==> config.mk <==
export PLATFORM = sky130hd
export DESIGN_NAME = sqrt_share_ctrl
export DESIGN_NICKNAME = d
export VERILOG_FILES = /design/src/rtl/noise_pkg.sv /design/src/rtl/sqrt_resp_fifo.sv /design/src/rtl/sqrt_share_ctrl.sv
export SDC_FILE = /design/constraint.sdc
export NUM_CORES = 1
export LEC_CHECK = 0
export CELL_PAD_IN_SITES_DETAIL_PLACEMENT = 2
export CELL_PAD_IN_SITES_GLOBAL_PLACEMENT = 2
export CORE_MARGIN = 2
export CORE_UTILIZATION = 36
export CTS_CLUSTER_DIAMETER = 120
export CTS_CLUSTER_SIZE = 16
export DETAILED_ROUTE_END_ITERATION = 10
export PLACE_DENSITY = 0.89
export SLEW_MARGIN = 20
export SYNTH_ARGS = -nofsm -noshare
export SYNTH_HDL_FRONTEND = slang
export SYNTH_SLANG_ARGS = --single-unit
==> constraint.sdc <==
create_clock -name clock -period 4.6 [get_ports clock]
set_input_delay 1.38 -clock clock [delete_from_list [all_inputs] [get_ports clock]]
set_output_delay 1.38 -clock clock [all_outputs]
set_load 0.01 [all_outputs]
==> src/rtl/noise_pkg.sv <==
// Shared definitions for the noise generator's square-root path:
// operand/result widths, channel identifiers and the in-flight tag record.
package noise_pkg;

  localparam int SQRT_IN_W   = 31;
  localparam int SQRT_OUT_W  = 17;
  localparam int SQRT_FRAC_W = 13;

  typedef enum logic {
    CH_A = 1'b0,
    CH_B = 1'b1
  } chan_t;

  typedef struct packed {
    logic  valid;
    chan_t chan;
  } tag_t;

  localparam tag_t TAG_IDLE = '{valid: 1'b0, chan: CH_A};

endpackage

==> src/rtl/sqrt_resp_fifo.sv <==
// First-word fall-through result FIFO with an occupancy count; the head data
// reads as zero while empty so the output never shows stale storage.
module sqrt_resp_fifo #(
  parameter int DEPTH = 4,
  parameter int W     = 17,
  localparam int CW   = $clog2(DEPTH + 1),
  localparam int PW   = (DEPTH > 1) ? $clog2(DEPTH) : 1
) (
  input  logic          clock,
  input  logic          reset,
  input  logic          push_i,
  input  logic [W-1:0]  push_data_i,
  input  logic          pop_i,
  output logic          out_valid_o,
  output logic [W-1:0]  out_data_o,
  output logic [CW-1:0] count_o
);

  logic [W-1:0]  mem_q [DEPTH];
  logic [PW-1:0] rd_q;
  logic [PW-1:0] wr_q;
  logic [CW-1:0] cnt_q;
  logic          pop_s;

  function automatic logic [PW-1:0] ptr_inc(input logic [PW-1:0] p);
    return (p == PW'(DEPTH - 1)) ? '0 : p + PW'(1'b1);
  endfunction

  // Head/pop decode
  always_comb begin
    pop_s       = pop_i && (cnt_q != '0);
    out_valid_o = (cnt_q != '0);
    count_o     = cnt_q;
    if (cnt_q != '0) begin
      out_data_o = mem_q[rd_q];
    end else begin
      out_data_o = '0;
    end
  end

  // Storage array, written at the tail
  always_ff @(posedge clock) begin
    if (push_i) begin
      mem_q[wr_q] <= push_data_i;
    end
  end

  // Pointers and occupancy
  always_ff @(posedge clock) begin
    if (!reset) begin
      rd_q  <= '0;
      wr_q  <= '0;
      cnt_q <= '0;
    end else begin
      if (push_i) begin
        wr_q <= ptr_inc(wr_q);
      end
      if (pop_s) begin
        rd_q <= ptr_inc(rd_q);
      end
      case ({push_i, pop_s})
        2'b10:   cnt_q <= cnt_q + CW'(1'b1);
        2'b01:   cnt_q <= cnt_q - CW'(1'b1);
        default: cnt_q <= cnt_q;
      endcase
    end
  end

endmodule

==> src/rtl/sqrt_share_ctrl.sv <==
// Round-robin sharing of one fixed-latency, non-stallable sqrt unit between
// channels A and B; credits reserve FIFO space before issue so no result drops.
module sqrt_share_ctrl
  import noise_pkg::*;
#(
  parameter int LAT   = 2,
  parameter int DEPTH = 4
) (
  input  logic                  clock,
  input  logic                  reset,
  input  logic                  a_valid,
  output logic                  a_ready,
  input  logic [SQRT_IN_W-1:0]  a_data,
  input  logic                  b_valid,
  output logic                  b_ready,
  input  logic [SQRT_IN_W-1:0]  b_data,
  output logic [SQRT_IN_W-1:0]  sq_din,
  input  logic [SQRT_OUT_W-1:0] sq_dout,
  output logic                  a_out_valid,
  input  logic                  a_out_ready,
  output logic [SQRT_OUT_W-1:0] a_out_data,
  output logic                  b_out_valid,
  input  logic                  b_out_ready,
  output logic [SQRT_OUT_W-1:0] b_out_data,
  output logic                  busy
);

  localparam int CW = $clog2(DEPTH + 1);
  localparam logic [CW:0] DEPTH_W = DEPTH[CW:0];

  tag_t                 pipe_q [LAT];
  tag_t                 tag_in_s;
  tag_t                 tag_out_s;
  chan_t                last_q, last_d;
  logic [SQRT_IN_W-1:0] din_q, din_d;
  logic [CW-1:0]        infl_a_q, infl_a_d, infl_b_q, infl_b_d;
  logic [CW-1:0]        cnt_a_s, cnt_b_s;
  logic                 elig_a_s, elig_b_s, grant_a_s, grant_b_s;
  logic                 cap_a_s, cap_b_s, pop_a_s, pop_b_s;

  function automatic logic [CW-1:0] cnt_upd(input logic [CW-1:0] c,
                                            input logic inc, input logic dec);
    case ({inc, dec})
      2'b10:   return c + CW'(1'b1);
      2'b01:   return c - CW'(1'b1);
      default: return c;
    endcase
  endfunction

  // Credit check and arbitration; only registered state and the valids feed ready
  always_comb begin
    elig_a_s  = a_valid && (({1'b0, cnt_a_s} + {1'b0, infl_a_q}) < DEPTH_W);
    elig_b_s  = b_valid && (({1'b0, cnt_b_s} + {1'b0, infl_b_q}) < DEPTH_W);
    grant_a_s = reset && elig_a_s && (!elig_b_s || (last_q == CH_B));
    grant_b_s = reset && elig_b_s && (!elig_a_s || (last_q == CH_A));
    a_ready   = grant_a_s;
    b_ready   = grant_b_s;
    tag_out_s = pipe_q[LAT-1];
    cap_a_s   = tag_out_s.valid && (tag_out_s.chan == CH_A);
    cap_b_s   = tag_out_s.valid && (tag_out_s.chan == CH_B);
    pop_a_s   = a_out_valid && a_out_ready;
    pop_b_s   = b_out_valid && b_out_ready;
  end

  // Issue next-state: operand register, tag entry, last-grant and in-flight counts
  always_comb begin
    last_d   = last_q;
    din_d    = din_q;
    tag_in_s = TAG_IDLE;
    if (grant_a_s) begin
      last_d   = CH_A;
      din_d    = a_data;
      tag_in_s = '{valid: 1'b1, chan: CH_A};
    end else if (grant_b_s) begin
      last_d   = CH_B;
      din_d    = b_data;
      tag_in_s = '{valid: 1'b1, chan: CH_B};
    end else begin
      last_d   = last_q;
      din_d    = din_q;
    end
    infl_a_d = cnt_upd(infl_a_q, grant_a_s, cap_a_s);
    infl_b_d = cnt_upd(infl_b_q, grant_b_s, cap_b_s);
  end

  // State registers and the tag shift pipe matching the unit latency
  always_ff @(posedge clock) begin
    if (!reset) begin
      last_q   <= CH_B;
      din_q    <= '0;
      infl_a_q <= '0;
      infl_b_q <= '0;
      for (int i = 0; i < LAT; i++) begin
        pipe_q[i] <= TAG_IDLE;
      end
    end else begin
      last_q    <= last_d;
      din_q     <= din_d;
      infl_a_q  <= infl_a_d;
      infl_b_q  <= infl_b_d;
      pipe_q[0] <= tag_in_s;
      for (int i = 1; i < LAT; i++) begin
        pipe_q[i] <= pipe_q[i-1];
      end
    end
  end

  sqrt_resp_fifo #(.DEPTH(DEPTH), .W(SQRT_OUT_W)) u_fifo_a (
    .clock       (clock),
    .reset       (reset),
    .push_i      (cap_a_s),
    .push_data_i (sq_dout),
    .pop_i       (pop_a_s),
    .out_valid_o (a_out_valid),
    .out_data_o  (a_out_data),
    .count_o     (cnt_a_s)
  );

  sqrt_resp_fifo #(.DEPTH(DEPTH), .W(SQRT_OUT_W)) u_fifo_b (
    .clock       (clock),
    .reset       (reset),
    .push_i      (cap_b_s),
    .push_data_i (sq_dout),
    .pop_i       (pop_b_s),
    .out_valid_o (b_out_valid),
    .out_data_o  (b_out_data),
    .count_o     (cnt_b_s)
  );

  assign sq_din = din_q;
  assign busy   = (infl_a_q != '0) || (infl_b_q != '0) || a_out_valid || b_out_valid;

endmodule
==> reports/results.md <==
| Metric | Value | Unit |
| --- | --- | --- |
| Area added between synthesis and finish | 30.1 | % |
| Chip Height | 154 | µm |
| Fraction of registers with async set/reset | 0 | % |
| Count of standard-cell rows | 54 | - |
| Worst voltage drop across the vdd grid | 266 | µV |
| Leakage dissipation | 3.69 | nW |
| First-pass GRT wire length | 35700 | µm |
| Psw | 1.22 | mW |
| Part of the power in combinational logic | 20.9 | % |
| Flop2flop setup slack | 1.46 | ns |
| Max Slew Vio Count | 0 | - |
| Max-cap violations | 0 | - |
| Crit path time final | 4.27 | ns |
| Cell-internal power | 3.16 | mW |
| Outcome | completed | - |
| Top cell type by total area after synthesis | edfxtp_1 | - |
| Syn_area_per_cell | 15.1 | µm² |
| Cts hold-fix bufs | 0 | - |
| Diodes inserted | 0 | - |
| Layout net count | 800 | - |
| Overall power after layout | 4.37 | mW |
| Detailed-route DRC error count | 0 | - |
| Clock insertion delay at the later pin of the skew report | 0.44 | ns |
| RSZ-0062 raised after global routing | no | - |
| Max transition margin | 28.2 | % |
| Type of destination of the critical path | output port | - |
| Number of global-route vias before repair | 5996 | - |
| Initial antenna violation count | 1 | - |
| Worst Hold Path Cells | 1 | - |
| Upper clock frequency limit | 0.234 | GHz |
| Met2 capacity usage during global routing | 36.9 | % |
| Share of cells above drive strength 1 | 15.3 | % |
| Total vias in the final route | 5220 | - |
| Sequential fraction of the synthesis area | 65.4 | % |
| Met1 demand-to-capacity share in global routing | 23.7 | % |
| Final WL | 23300 | µm |
| Synthesized netlist cell count | 535 | - |
| Remaining antenna violation count after routing | 0 | - |
| Clock-pin slew of the registers on the worst-case setup and hold paths | 0.07 | ns |
| Maximum number of pins on one net before global-route repair | 35 | - |
| CP Data Arrival Time | 2.89 | ns |
| WL per Instance | 23.7 | µm |
| Leading cell types by count after synthesis | 136 x edfxtp_1, 60 x dfxtp_1, 40 x and2_1, 39 x o21ai_0, 34 x mux4_2 | - |
| Slew of the pin with the lowest slew margin | 1.08 | ns |
| Clock root cell | clkbuf_16 | - |
| Layer with the highest usage after global routing | met2 | - |
| Required time at the endpoint of the critical path | 3.22 | ns |
| Min-Delay Path Class | flip-flop to flip-flop | - |
| Initial cell density of the core | 36.8 | % |
| Largest cells by area after synthesis | edfxtp_1 51%, dfxtp_1 15%, mux4_2 9.5%, and2_1 3.1%, ha_1 2.8% | - |
| DPL Wire Length | 16400 | µm |
| Number of synthesized register bits | 196 | - |
| Power density over the cells | 416 | nW/µm² |
| Net Count, Synth | 642 | - |
| Cell area after synthesis | 8080 | µm² |
| Count of flip-flops with a built-in enable after synthesis | 136 | - |
| Post-route clock skew | 0.0177 | ns |
| Number of buffers on the longest clock path | 2 | - |
| Top FF cell, synth | edfxtp_1 | - |
| Largest fanout on the critical path | 2 | - |
| Clock power share | 32.9 | % |
| Sequential fraction of design power | 46.2 | % |
| Type of element launching the critical path | input port | - |
| Final worst path period share | 92.9 | % |
| Fraction of power spent switching nets | 27.8 | % |
| Area of the die | 23700 | µm² |
| Final core utilization | 47.9 | % |
| Global routing met3 resource utilization | 5.19 | % |
| Horizontal die dimension | 154 | µm |
| Synth warnings | 0 | - |
| Logic depth of the worst register-to-register path | 11 | - |
| Share of Yosys cell area claimed by the top area cell type | 50.5 | % |
| Distinct cells, synth | 39 | - |
| Congestion Overflow GR | 0 | - |
| Core outline area | 22000 | µm² |
| Final hold vios | 0 | - |
| Avg Vias per Cell | 5.29 | - |
| WS Path Type | input port to output port | - |
| Most common cell in the synthesized netlist | edfxtp_1 | - |
| CTS Sinks | 196 | - |
| DRT iter0 DRCs | 181 | - |
| Io pins | 155 | - |
| Number of endpoints failing setup at the final stage | 0 | - |
| Htree depth | 4 | - |
| Inserted Clock Buffers | 17 | - |
| Global placer's final weighted congestion | 0.782 | - |
| Port Buf Inserts | 154 | - |
| Global Route Usage Sum | 20.1 | % |
| TritonCTS clock tree | yes | - |
| Number of detailed-route iterations in the first pass | 4 | - |
==> area by class of cell <==
class | instances | area [µm²]
inverters | 32 | 121
multi-input cells | 276 | 2530
repair buffers | 170 | 1670
clock buffers | 18 | 429
flip-flops and latches | 196 | 5290
well taps | 280 | 350
clock inverters | 14 | 131
fillers | 2059 | 11400
==> stage by stage <==
stage	std cells	cell area [µm²]	hold slack, ns	worst slack [ns]	TNS (ns)
after global routing	986	10500	0.494	0.288	0
after detailed placement	953	9930	0.462	-0.0268	-0.0268
after global placement	953	9930	0.448	0.0317	0
after CTS	985	10500	0.480	0.00313	0
final	986	10500	0.472	0.326	0
after floorplan	535	8080	0.412	0.608	0
==> timing repair <==
action / CTS / global route
setup endpoints to repair: 1 / 2
gates resized for setup: 2 / 2
buffers inserted: 0 / 0
==> cells in the final DEF (no fill, tap or decap), drive strengths merged, types with 2 or more instances in the layout <==
master | netlist | routed
o21ai | 39 | 39
or3 | 9 | 9
ha | 18 | 18
clkdlybuf4s50 | 0 | 152
nor2 | 17 | 17
buf | 10 | 16
inv | 30 | 40
and3 | 5 | 5
xor2 | 6 | 6
clkinvlp | 0 | 3
dfxtp | 60 | 60
xnor2 | 2 | 2
clkbuf | 21 | 18
a21oi | 12 | 12
and2 | 41 | 41
mux2i | 4 | 4
dlymetal6s2s | 0 | 2
nand3 | 4 | 4
edfxtp | 136 | 136
a31oi | 31 | 31
or3b | 17 | 17
clkinv | 2 | 3
nor3 | 3 | 3
nand2 | 11 | 11
fa | 4 | 4
mux4 | 34 | 34
o221a | 14 | 14
==> worst max-delay path: stages <==
cell and delay [ns]:
clkdlybuf4s50_1 0.45, or4b_4 0.46, buf_4 0.17, nor3_4 0.19
nor2_2 0.07, dlymetal6s2s_1 0.17
==> cell families after synthesis <==
logic type / count (synthesis) / share of synthesized area (%)
simple gates: 111 / 8.69
mux: 38 / 9.97
xor+xnor: 8 / 0.867
compound gates: 97 / 7.85
fa+ha+maj: 22 / 3.78
flops: 196 / 65.4
buf+inv: 63 / 3.45
==> metal layers <==
| layer | share of wire, % | wire (µm) |
|---|---|---|
| met1 | 41 | 9540 |
| met2 | 52 | 12100 |
| met3 | 5.8 | 1360 |
| met4 | 1.3 | 311 |
| met5 | 0 | 0 |
==> path summary, 6_finish.rpt <==
path	startpoint	to
setup / recovery	b_valid	a_ready
hold / removal	pipe_q[0][0]$_SDFF_PP0_	pipe_q[0][2]$_SDFF_PN0_
setup reg to reg	infl_a_q[2]$_SDFFE_PN0P_	infl_a_q[2]$_SDFFE_PN0P_
hold reg to reg	pipe_q[0][0]$_SDFF_PP0_	pipe_q[0][2]$_SDFF_PN0_
==> power by group through the flow <==
stage                     logic [mW]  clock network [mW]  registers, mW
after floorplan                0.454                   0           2.05
after global placement         0.872                   0           2.05
after detailed placement       0.928                   0           2.06
after CTS                      0.935                1.46           2.02
after global routing           0.994                1.52           2.03
final                          0.914                1.44           2.02
==> sequential cells by signal (all words and copies together) (netlist names), 2 cells and up, named ones only <==
signal	count
u_fifo_b.rd_q	2
u_fifo_a.count_o	3
infl_a_q	3
infl_b_q	3
u_fifo_a.rd_q	2
u_fifo_b.wr_q	2
u_fifo_b.mem_q	68
sq_din	31
u_fifo_a.mem_q	68
u_fifo_a.wr_q	2
u_fifo_b.count_o	3
pipe_q	4
No activity file was read; power rests on OpenSTA's default activity.
